**src/rtl/pc_sequencer.sv**
```systemverilog
// Next-PC controller: owns the fetch PC, sequences boot hold, run and halt,
// and steers redirects (trap, jump, branch) with misaligned-target trapping.
module pc_sequencer #(
  parameter int                   DATA_WIDTH_32 = 32,
  parameter logic [DATA_WIDTH_32-1:0] RESET_VECTOR = 32'h0000_0000,
  parameter logic [DATA_WIDTH_32-1:0] TRAP_VECTOR  = 32'h0000_0100,
  parameter int                   BOOT_DELAY    = 2
) (
  input  logic                     clk,
  input  logic                     rst,
  input  logic                     stall,
  input  logic                     branch_taken,
  input  logic [DATA_WIDTH_32-1:0] branch_target,
  input  logic                     jump,
  input  logic [DATA_WIDTH_32-1:0] jump_target,
  input  logic                     trap,
  input  logic                     halt,
  output logic [DATA_WIDTH_32-1:0] pc,
  output logic [DATA_WIDTH_32-1:0] pc_plus4,
  output logic                     fetch_valid,
  output logic [DATA_WIDTH_32-1:0] epc,
  output logic                     misaligned,
  output logic [1:0]               state
);

  typedef enum logic [1:0] {
    ST_BOOT = 2'd0,
    ST_RUN  = 2'd1,
    ST_HALT = 2'd2
  } state_t;

  localparam state_t     RESET_STATE = (BOOT_DELAY == 0) ? ST_RUN : ST_BOOT;
  localparam logic [3:0] BOOT_CNT    = 4'(BOOT_DELAY);

  state_t                     state_q, state_d;
  logic [DATA_WIDTH_32-1:0]   pc_q, pc_d;
  logic [DATA_WIDTH_32-1:0]   epc_q, epc_d;
  logic                       misaligned_q, misaligned_d;
  logic [3:0]                 cnt_q, cnt_d;
  logic [DATA_WIDTH_32-1:0]   redirect_target;
  logic                       redirect;

  assign pc_plus4 = pc_q + DATA_WIDTH_32'(4);

  // Jump outranks branch; either one outranks halt and stall.
  always_comb begin
    redirect        = jump | branch_taken;
    redirect_target = jump ? jump_target : branch_target;
  end

  always_comb begin
    state_d      = state_q;
    pc_d         = pc_q;
    epc_d        = epc_q;
    misaligned_d = 1'b0;
    cnt_d        = cnt_q;
    case (state_q)
      ST_BOOT: begin
        pc_d = RESET_VECTOR;
        if (cnt_q != 4'd0) cnt_d = cnt_q - 4'd1;
        if (cnt_q <= 4'd1) state_d = ST_RUN;
      end
      ST_RUN: begin
        if (trap) begin
          epc_d = pc_q;
          pc_d  = TRAP_VECTOR;
        end else if (redirect) begin
          // A target that is not word aligned becomes a trap instead of a fetch.
          if (redirect_target[1:0] != 2'b00) begin
            misaligned_d = 1'b1;
            epc_d        = pc_q;
            pc_d         = TRAP_VECTOR;
          end else begin
            pc_d = redirect_target;
          end
        end else if (halt) begin
          state_d = ST_HALT;
        end else if (!stall) begin
          pc_d = pc_plus4;
        end
      end
      ST_HALT: begin
        if (trap) begin
          epc_d   = pc_q;
          pc_d    = TRAP_VECTOR;
          state_d = ST_RUN;
        end
      end
      default: begin
        state_d = RESET_STATE;
        pc_d    = RESET_VECTOR;
      end
    endcase
  end

  always_ff @(posedge clk or negedge rst) begin
    if (!rst) begin
      state_q      <= RESET_STATE;
      pc_q         <= RESET_VECTOR;
      epc_q        <= '0;
      misaligned_q <= 1'b0;
      cnt_q        <= BOOT_CNT;
    end else begin
      state_q      <= state_d;
      pc_q         <= pc_d;
      epc_q        <= epc_d;
      misaligned_q <= misaligned_d;
      cnt_q        <= cnt_d;
    end
  end

  assign pc          = pc_q;
  assign epc         = epc_q;
  assign misaligned  = misaligned_q;
  assign state       = state_q;
  assign fetch_valid = (state_q == ST_RUN);

endmodule

```
**config.mk**
```make
export PLATFORM = sky130hd
export DESIGN_NAME = pc_sequencer
export DESIGN_NICKNAME = d
export VERILOG_FILES = /design/src/rtl/pc_sequencer.sv
export SDC_FILE = /design/constraint.sdc
export NUM_CORES = 1
export LEC_CHECK = 0
export ABC_AREA = 1
export CORE_MARGIN = 5
export CORE_UTILIZATION = 40
export DETAILED_ROUTE_END_ITERATION = 10
export MAX_ROUTING_LAYER = met4
export PLACE_DENSITY = 0.76
export SETUP_SLACK_MARGIN = 0.1
export SLEW_MARGIN = 20
export SYNTH_ARGS = -nofsm -noshare
export SYNTH_HDL_FRONTEND = slang
export SYNTH_SLANG_ARGS = --single-unit
```
**constraint.sdc**
```tcl
create_clock -name clk -period 3.1 [get_ports clk]
set_input_delay 0.31 -clock clk [delete_from_list [all_inputs] [get_ports clk]]
set_output_delay 0.31 -clock clk [all_outputs]
set_load 0.01 [all_outputs]
```
* Word level (Yosys, flattened, before mapping) *
Index checks and enable logic that the tools add are counted.

storage, ports and cells
  bits in registers = 71
  logic and storage cells = 51

operators by class
  $add $sub $neg = 2
  magnitude comparators = 1
  multiplexer cells = 23
  eq/ne operators = 11
  bitwise logic cells = 1
  reductions and logical operators = 8

operators by type and width
  kind                     number
  $mux W32                 11
  $pmux W32 S2             2
  $add A32 B3 Y32 const B  1
  $mux W2                  5
  $ne A2 B2 Y1 const B     5
  $ne A4 B3 Y1 const B     2
  $ne A3 B2 Y1 const B     2
  $pmux W2 S3              1
  $reduce_and A5 Y1        1
  $le A4 B1 Y1 const B     1
  $mux W1                  4
  $reduce_and A4 Y1        1
  $reduce_bool A2 Y1       2
  $reduce_bool A4 Y1       1
  $sub A4 B1 Y4 const B    1
  $reduce_and A3 Y1        1
  $eq A2 B1 Y1 const B     1
  $eq A2 B2 Y1 const B     1
  $logic_not A2 Y1         1
  $reduce_and A2 Y1        1
  $or A1 B1 Y1             1

* Depth between registers and ports, before layout *
  depth in word-level cells = 6
  depth in mapped cells = 12

* Least setup slack after synthesis *
OpenSTA, ideal clock, no wires.

  path type = register -> register
  start point = register state_q[1], in the netlist state[1]
  end point = register epc_q[23], in the netlist epc[23]
  arrival time = 1,721 ps
  library setup time = 126 ps
  stages on the path, launching flop included = 9
  path slack = 1,253 ps
  clock period less this slack = 1,847 ps
  cell sequence = dfrtp_1 > inv_1 > ha_1 > inv_1 > nor2_4 > inv_1 > o211ai_4 > buf_6 > o21ai_0

between the ends
  longest elaborated chain between the ends = 3
  elaborated cells on any way between the ends = 8
  those cells by class = eq/ne (5); mux (1); reduce/logical (2)

ends and longest elaborated chain
  item                                                                 line  RTL
  start: declaration                                                   35    state_t state_q, state_d;
  start signal: assignment                                             104   state_q <= state_d;
  $eq A2 B1 Y1 *                                                       n/a
  named net fetch_valid                                                20    output logic fetch_valid,
  $ne A3 B2 Y1 (no source line) or $reduce_bool A2 Y1 (tied branches)  n/a
  $reduce_and A4 Y1 (no source line)                                   n/a
  end signal: assignment                                               106   epc_q <= epc_d;
  end: declaration                                                     37    logic [DATA_WIDTH_32-1:0] epc_q, epc_d;

The timed path passes the listed nets; every way through them passes the cells marked *.
A chain may end at the register's enable or synchronous reset.

* Final worst setup path *
  start point = register pc_q[2], in the netlist pc[2]
  end point = output port pc_plus4[30]

between the ends
  longest elaborated chain between the ends = 1

ends and longest elaborated chain
  item                      line  RTL
  start: declaration        36    logic [DATA_WIDTH_32-1:0] pc_q, pc_d;
  start signal: assignment  105   pc_q <= pc_d;
  $add A32 B3 Y32           43    assign pc_plus4 = pc_q + DATA_WIDTH_32'(4);
  end: declaration          19    output logic [DATA_WIDTH_32-1:0] pc_plus4,

Every way passes these cells.

==> flow_summary.ini <==
[min_path]
min_path_type = input port to asynchronous set/reset pin

[sta]
max_freq_mhz = 360
fin_tns_setup_ns = 0
period_share_pct = 89.6
setup_viol = 0
layout_setup_ws_ns = 0.321
clock_skew_ns = 0.00757
worst_slew_pin_slew_ns = 0.964
finalHoldViolations = 0
maxSlewViolCount = 0
min_period_ns = 2.78
rsz0062_at_grt = false
relSlewSlack_pct = 35.5

[final_layout]
final_core_util_pct = 59.0
fillers = 1077
fin_nets = 870
final_cell_mix = nand2_1 (237), clkdlybuf4s50_1 (169), dfrtp_1 (70), nor2_1 (61), inv_1 (59)
drive_gt1_share_pct = 5.03
final_common_cell = nand2_1
diodes = 0
stdcell_count = 936
syn2layout_area_growth_pct = 44.9

[floorplan]
fp.dieW_um = 115
coreArea_sq_mm = 0.0108
ios = 171
chipHeight_um = 115
rows = 38
start_util_pct = 40.7
die_area_sq_mm = 0.0132

[yosys]
yosysSeqAreaShare_pct = 40.3
synthMuxAreaShare_pct = 0.454
synth_xor_area_share_pct = 1.39
syn-num-nets = 704
synth_top_cell_area_share_pct = 39.7
ys_top_cells_by_area = dfrtp_1 (40%), nand2_1 (20%), nor2_1 (5.2%)
yosysUniqueCellTypes = 34
synth_seq_cells = 71
synth_area_sq_mm = 0.00441
synth_top_family_by_area = simple AND/OR/NAND/NOR gates
ys_warn_count = 0
synth_fa_ha_area_share_pct = 2.27
avgSynthCellArea_sq_um = 7.06
synth-simple-area-share_pct = 32.4
synth-compound-area-share_pct = 14.6
synth_cells = 625
yosysTopAreaCell = dfrtp_1

[clock_tree]
cts_sinks = 71
cts.htree.levels = 3
ctsResizeCount = 0
post_cts_buffers = 0
cts_hold_buf = 0
cts_root_buffer = clkbuf_8
cts.clk_slew.worst_paths_ns = 0.07
cts_buffer_depth = 2
cts_tree = yes
cts_inserted_buffers = 9
clock_latency_ns = 0.34

[power]
total_power_w = 0.00298
powerDensity_mw_per_mm2 = 466
ir_drop_uv = 328
leakagePower_nw = 2.83

[global_route]
grt_pass1_vias = 4745
gr-usage-all-layers_pct = 24.2
grt_max_degree = 65
grt_pass1_wl_um = 24400
antenna_found_initial = 0
grt-ovfl-total = 0

[run_status]
status = completed

[critical_path]
endpoint_kind = primary output
arrival_ns = 2.47
critPathMaxFanout = 7
setup.worst_path.class = flip-flop to primary output
startpoint_type = flip-flop
critPathRequiredTime_ns = 2.79
reg2reg_depth = 9

[detailed_routing]
vias = 4717
ant_nets = 0
drc = 0
drtIter0Drc = 293
wire_per_inst_um = 16.4
routed_wl_um = 15400
drt_first_pass_iters = 5
viasPerCell = 5.04

[placed_design]
portBuffers = 170
gp_congestion = 0.930
hpwl_um = 12500
placed_cells = 920
detailedPlace.worstSlack_ns = 0.417

[flow_run]
maxCapViolCount = 0
-- per-layer routing --
layer | part of all wire, % | vias up | global-route usage [%] | wire length, um
met5 | 0 | - | - | 0
met4 | 2.3 | 0 | 7.90 | 352
met3 | 5.3 | 22 | 3.37 | 820
met2 | 48 | 161 | 39.0 | 7370
met1 | 44 | 2203 | 31.4 | 6830
li1 | - | 2331 | - | -
-- synth_stat cells, drive strengths merged --
library cell  number
nand2            241
dfrtp             70
nor2              68
inv               62
o21ai             60
nand3             26
buf               16
o22ai             14
a22o              12
a21oi             10
and2               9
ha                 8
xor2               7
clkbuf             5
o211ai             3
or2                3
a21boi             2
mux2i              2
a22oi              1
a31oi              1
dfstp              1
nand3b             1
nor4               1
o221ai             1
o31ai              1
-- kinds of logic (layout without fill, tap and decap cells) --
kind of cell	count (synthesis)	after routing
buf+inv	83	254
xor+xnor	7	7
mux	2	2
flops	71	71
compound gates	105	105
fa+ha+maj	8	8
simple gates	349	349
-- sequential cells by signal, indices dropped and copies added (netlist names) --
signal / count
state: 2
epc: 32
pc: 32
misaligned: 1
cnt_q: 4
-- worst paths after layout --
path                            startpoint           end  slack (ns)
worst max-delay path                 pc[2]  pc_plus4[30]        0.32
worst min-delay path                   rst         pc[3]        0.04
worst max register to register    state[0]        pc[14]        0.77
worst min register to register    cnt_q[3]      cnt_q[3]        0.48
max in group asynchronous              rst       epc[27]        2.36
min in group clk                  cnt_q[3]      cnt_q[3]        0.48
-- stage by stage --
step                      instance area [sq um]  hold slack (ns)
final                                      6390           0.0381
after global routing                       6390           0.0797
after CTS                                  6390           0.0430
after detailed placement                   6200            0.410
after global placement                     6200            0.405
after floorplan                            4410           0.0144
-- final cells by class --
class / count / area [sq um] / area share, %
multi-input combinational: 471 / 2260 / 35.3
sequential: 71 / 1780 / 27.8
timing repair buffer: 176 / 1750 / 27.4
inverter: 62 / 233 / 3.64
tap: 140 / 175 / 2.74
clock buffer: 15 / 166 / 2.60
clock inverter: 1 / 30.0 / 0.470
-- report_power, final --
part           leakage [nW]  switching [W]  internal [W]
clock                0.0979       0.000327      0.000418
combinational          1.75       0.000680      0.000455
sequential            0.981      0.0000854       0.00101
-- critical path, stage by stage, from the launching register on --
cell and delay (ns):
dfrtp_1 0.41, ha_1 0.20, nand2_1 0.11, nor2_4 0.17
nand2_1 0.20, nor2_1 0.23, nand2_1 0.08, nand2_1 0.07
and2_1 0.12, clkdlybuf4s50_1 0.54
(Power assumes the default switching activity.)
==> variant 1: new RTL, same settings <==
The parameter `DATA_WIDTH_32` goes from 32 to 24.
--- a/src/rtl/pc_sequencer.sv
+++ b/src/rtl/pc_sequencer.sv
@@ -1,7 +1,7 @@
 // Next-PC controller: owns the fetch PC, sequences boot hold, run and halt,
 // and steers redirects (trap, jump, branch) with misaligned-target trapping.
 module pc_sequencer #(
-  parameter int                   DATA_WIDTH_32 = 32,
+  parameter int                   DATA_WIDTH_32 = 24,
   parameter logic [DATA_WIDTH_32-1:0] RESET_VECTOR = 32'h0000_0000,
   parameter logic [DATA_WIDTH_32-1:0] TRAP_VECTOR  = 32'h0000_0100,
   parameter int                   BOOT_DELAY    = 2
Ports: changed (5 resized); port bits go from 171 to 131. No check against the original RTL was run, so the function may have changed too.
==> variant 1 against the original RTL <==
Design area decreased by 23%. Synthesized area decreased by 22%. Global-route usage decreased by 2.2 points. Via count decreased by 24%. Worst setup slack improved by 0.085 ns. Synthesized cell count decreased by 25%. Sequential cell count decreased by 16. Worst hold slack improved by 0.0029 ns. Total power decreased by 24%. Routed wire length decreased by 28%. Critical endpoint is now pc_plus4[20]. Largest cell class unchanged.
==> variant 1: results (changes against the original RTL) <==
| Item | Reported | Unit | vs unedited |
|:---|:---|:---|:---|
| DP Worst Slack | 0.747 | ns | was 0.417 ns |
| Placer's final routability congestion estimate | 0.999 | - | was 0.930 |
| Final nets | 661 | - | was 870 |
| Inserted Clock Buffers | 5 | - | was 9 |
| Run status | finished clean | - | unchanged |
| Detailed-placement wirelength estimate | 8.81 | mm | was 12.5 mm |
| Worst reg2reg path depth | 11 | - | was 9 |
| Vias/cell | 5.12 | - | was 5.04 |
| Area fraction in compound gates after synthesis | 0.129 | - | was 0.146 |
| Largest cells by area after synthesis | sky130_fd_sc_hd__dfrtp_1, sky130_fd_sc_hd__nand2_1, sky130_fd_sc_hd__nand3_1, sky130_fd_sc_hd__inv_1, sky130_fd_sc_hd__o21ai_2 | - | was sky130_fd_sc_hd__dfrtp_1, sky130_fd_sc_hd__nand2_1, sky130_fd_sc_hd__nor2_1, sky130_fd_sc_hd__inv_1, sky130_fd_sc_hd__o21ai_0 |
| End of the worst register-to-register path | epc[8] | - | was pc[14] |
| Total leakage power | 2.18 | nW | was 2.83 nW |
| Leading cell types by count after synthesis | sky130_fd_sc_hd__nand2_1, sky130_fd_sc_hd__dfrtp_1, sky130_fd_sc_hd__inv_1 | - | was sky130_fd_sc_hd__nand2_1, sky130_fd_sc_hd__dfrtp_1, sky130_fd_sc_hd__nor2_1 |
| Cell-internal power | 0.00136 | W | was 0.00188 W |
| GRT met2 Usage | 0.349 | - | was 0.390 |
| Sequential share of the synthesized area | 0.401 | - | was 0.403 |
| Xor and xnor fraction of the mapped netlist area | 0.0128 | - | was 0.0139 |
| Met1 routing resource usage after global routing | 0.289 | - | was 0.314 |
| Worst reg-to-reg setup slack | 0.87 | ns | was 0.77 ns |
| Fraction of area in registers | 0.281 | - | was 0.278 |
| Number of global-route vias before repair | 3417 | - | was 4745 |
| Multiplexer fraction of the synthesized cell area | 0.00291 | - | was 0.00454 |
| Wire length of the first global-routing pass | 17.4 | mm | was 24.4 mm |
| Flip-flop and latch power | 0.000870 | W | was 0.00110 W |
| Cell Count Post-Placement | 696 | - | was 920 |
| Latest clock arrival within the worst-skew pair | 0.32 | ns | was 0.34 ns |
| Proportion of final cell area spent on non-clock buffers | 0.272 | - | was 0.274 |
| Clock buffer instance count of the final layout | 6 | - | was 15 |
| Length of the first detailed-routing pass in iterations | 7 | - | was 5 |
| Crit. Startpoint | pc[3] | - | was pc[2] |
| Largest fanout of any net on the critical path | 5 | - | was 7 |
| Sequential cell count of the final layout | 55 | - | was 71 |
| Setup crit end | pc_plus4[20] | - | was pc_plus4[30] |
| Placed cell area | 4810 | um^2 | was 6200 um^2 |
| Layout multi-input combinational cell count | 347 | - | was 471 |
| Post-Route M1 WL | 4.64 | mm | was 6.83 mm |
| Sw frac | 0.401 | - | was 0.367 |
| Inverters | 54 | - | was 62 |
| Max frequency | 0.371 | GHz | was 0.360 GHz |
| Clock-cell share | 0.0202 | - | was 0.0307 |
[variant 1: changes by cell type after synthesis, moves of 12 or more]
cell and delta:
sky130_fd_sc_hd__a22o_1 -12, sky130_fd_sc_hd__o21ai_0 -19, sky130_fd_sc_hd__nand2_1 -81, sky130_fd_sc_hd__dfrtp_1 -16
sky130_fd_sc_hd__nor2_1 -27, sky130_fd_sc_hd__o21ai_1 -13, sky130_fd_sc_hd__o21ai_2 +16, sky130_fd_sc_hd__nand3_1 +12
[variant 1: worst max-delay path, stage by stage (launching register included)]
cell and delay, ns:
sky130_fd_sc_hd__dfrtp_1 0.44, sky130_fd_sc_hd__ha_1 0.24, sky130_fd_sc_hd__nand2_1 0.08, sky130_fd_sc_hd__nor2_1 0.14, sky130_fd_sc_hd__nand2_1 0.16, sky130_fd_sc_hd__nor2_1 0.23, sky130_fd_sc_hd__nand3_1 0.10, sky130_fd_sc_hd__nand2_1 0.12
sky130_fd_sc_hd__clkdlybuf4s50_1 0.55
==> variant 2: new RTL, same settings <==
Made on the original files. Add an input register stage for `jump_target`, with the module's reset; this delays it by one clock. The other inputs are not delayed to match.
--- a/src/rtl/pc_sequencer.sv
+++ b/src/rtl/pc_sequencer.sv
@@ -32,6 +32,16 @@
   localparam state_t     RESET_STATE = (BOOT_DELAY == 0) ? ST_RUN : ST_BOOT;
   localparam logic [3:0] BOOT_CNT    = 4'(BOOT_DELAY);
 
+  logic [DATA_WIDTH_32-1:0] jump_target_q;
+
+  always_ff @(posedge clk or negedge rst) begin
+    if (!rst) begin
+      jump_target_q <= '0;
+    end else begin
+      jump_target_q <= jump_target;
+    end
+  end
+
   state_t                     state_q, state_d;
   logic [DATA_WIDTH_32-1:0]   pc_q, pc_d;
   logic [DATA_WIDTH_32-1:0]   epc_q, epc_d;
@@ -45,7 +55,7 @@
   // Jump outranks branch; either one outranks halt and stall.
   always_comb begin
     redirect        = jump | branch_taken;
-    redirect_target = jump ? jump_target : branch_target;
+    redirect_target = jump ? jump_target_q : branch_target;
   end
 
   always_comb begin
Formal check against the unedited RTL: not equivalent (a bounded check fails within 4 cycles, from zero or initial values and one cycle with rst low).
==> variant 2 against the original RTL <==
Non-clock buffer count rose by 1. Via count is 2.6% higher. Utilization fell by 0.77 points. Routed wire length up 2.2%. Sequential share of layout area is 7.2 points higher. Design area rose by 15%. Worst setup slack got worse by 0.072 ns. Critical endpoint unchanged. Sequential cell count increased by 32. Synthesized cell count up 5.3%. Total power grew 32%. Global-route usage is 2.7 points lower. Synthesized area grew 17%.
==> variant 2: results (changes against the original RTL) <==
| Item | Reported | Unit | vs unedited |
|:---|:---|:---|:---|
| Worst min-delay path class | in2reg | - | was in2async |
| Total leakage power | 3.27 | nW | was 2.83 nW |
| Final nets | 904 | - | was 870 |
| Number of global-route vias before repair | 4623 | - | was 4745 |
| Total routing usage reported by global routing | 0.215 | - | was 0.242 |
| Comb power | 0.00109 | W | was 0.00113 W |
| CP arrival | 2.54 | ns | was 2.47 ns |
| Post-synthesis instance total | 658 | - | was 625 |
| Detailed-placement wirelength estimate | 12.3 | mm | was 12.5 mm |
| Adder-cell area share of the yosys netlist | 0.0193 | - | was 0.0227 |
| Run status | finished clean | - | unchanged |
| First-iteration detailed-routing DRC count | 313 | - | was 293 |
| Wire length of the first global-routing pass | 24.4 | mm | about the same |
| Placer's final routability congestion estimate | 0.900 | - | was 0.930 |
| Xor and xnor fraction of the mapped netlist area | 0.0118 | - | was 0.0139 |
| VDD IR-drop max | 0.304 | mV | was 0.328 mV |
| Nets in the synthesized netlist | 737 | - | was 704 |
| GRT met3 Usage | 0.0368 | - | was 0.0337 |
| Layout Skew | 0.00818 | ns | was 0.00757 ns |
| Post-Route M1 WL | 7.00 | mm | was 6.83 mm |
| GRT met2 Usage | 0.326 | - | was 0.390 |
| Routed wire per std cell | 15.7 | um | was 16.4 um |
| Area fraction in compound gates after synthesis | 0.118 | - | was 0.146 |
| Fill cell instance count of the final layout | 1157 | - | was 1077 |
| Clock tree root buffer cell | sky130_fd_sc_hd__clkbuf_16 | - | was sky130_fd_sc_hd__clkbuf_8 |
| Fraction of layout instances using a drive strength above 1 | 0.0530 | - | was 0.0503 |
| Multiplexer fraction of the synthesized cell area | 0.00387 | - | was 0.00454 |
| Total net switching power | 0.00124 | W | was 0.00109 W |
| Number of distinct library cells after synthesis | 33 | - | was 34 |
| Length of the first detailed-routing pass in iterations | 5 | - | unchanged |
| Leading cell types by count after synthesis | sky130_fd_sc_hd__nand2_1, sky130_fd_sc_hd__dfrtp_1, sky130_fd_sc_hd__nor2_1 | - | unchanged |
| Worst-case headroom to the max-slew limit | 0.546 | - | was 0.355 |
| Sequential Power Share | 0.387 | - | was 0.369 |
| CP max stage cell | sky130_fd_sc_hd__clkdlybuf4s50_1 | - | unchanged |
| Vias/cell | 4.83 | - | was 5.04 |
| Cell Count Post-Placement | 985 | - | was 920 |
| Largest net degree at the start of global routing | 68 | - | was 65 |
| Total via count after detailed routing | 4841 | - | was 4717 |
| Largest cells by area after synthesis | sky130_fd_sc_hd__dfrtp_1, sky130_fd_sc_hd__nand2_1, sky130_fd_sc_hd__nor2_1, sky130_fd_sc_hd__inv_1, sky130_fd_sc_hd__nand3_1 | - | was sky130_fd_sc_hd__dfrtp_1, sky130_fd_sc_hd__nand2_1, sky130_fd_sc_hd__nor2_1, sky130_fd_sc_hd__inv_1, sky130_fd_sc_hd__o21ai_0 |
| Sequential share of the synthesized area | 0.498 | - | was 0.403 |
| Met2 wire len | 7.17 | mm | was 7.37 mm |
[variant 2: path summary, 6_finish.rpt]
| path | from | end | slack, ns |
|---|---|---|---|
| setup / recovery | pc[2] | pc_plus4[30] | 0.25 |
| hold / removal | jump_target[17] | jump_target_q[17] | 0.39 |
| setup reg to reg | state[1] | pc[16] | 0.58 |
| hold reg to reg | cnt_q[3] | cnt_q[3] | 0.46 |
| max in group asynchronous | rst | cnt_q[1] | 1.87 |
| min in group asynchronous | rst | epc[28] | 0.47 |
[variant 2: layout make-up]
cell class / count / area [um^2] / area share
inverters: 61 / 229 / 0.0310
multi-input cells: 473 / 2240 / 0.304
flip-flops and latches: 103 / 2580 / 0.350
clock buffers: 11 / 243 / 0.0329
repair buffers: 177 / 1770 / 0.240
well taps: 172 / 215 / 0.0292
clock inverters: 5 / 104 / 0.0141
[variant 2: repair_timing]
action,4_1_cts,5_1_grt
endpoints found under the setup margin,0,1
hold endpoints to repair,36,0
gates resized for setup,0,1
hold buffers,1,0
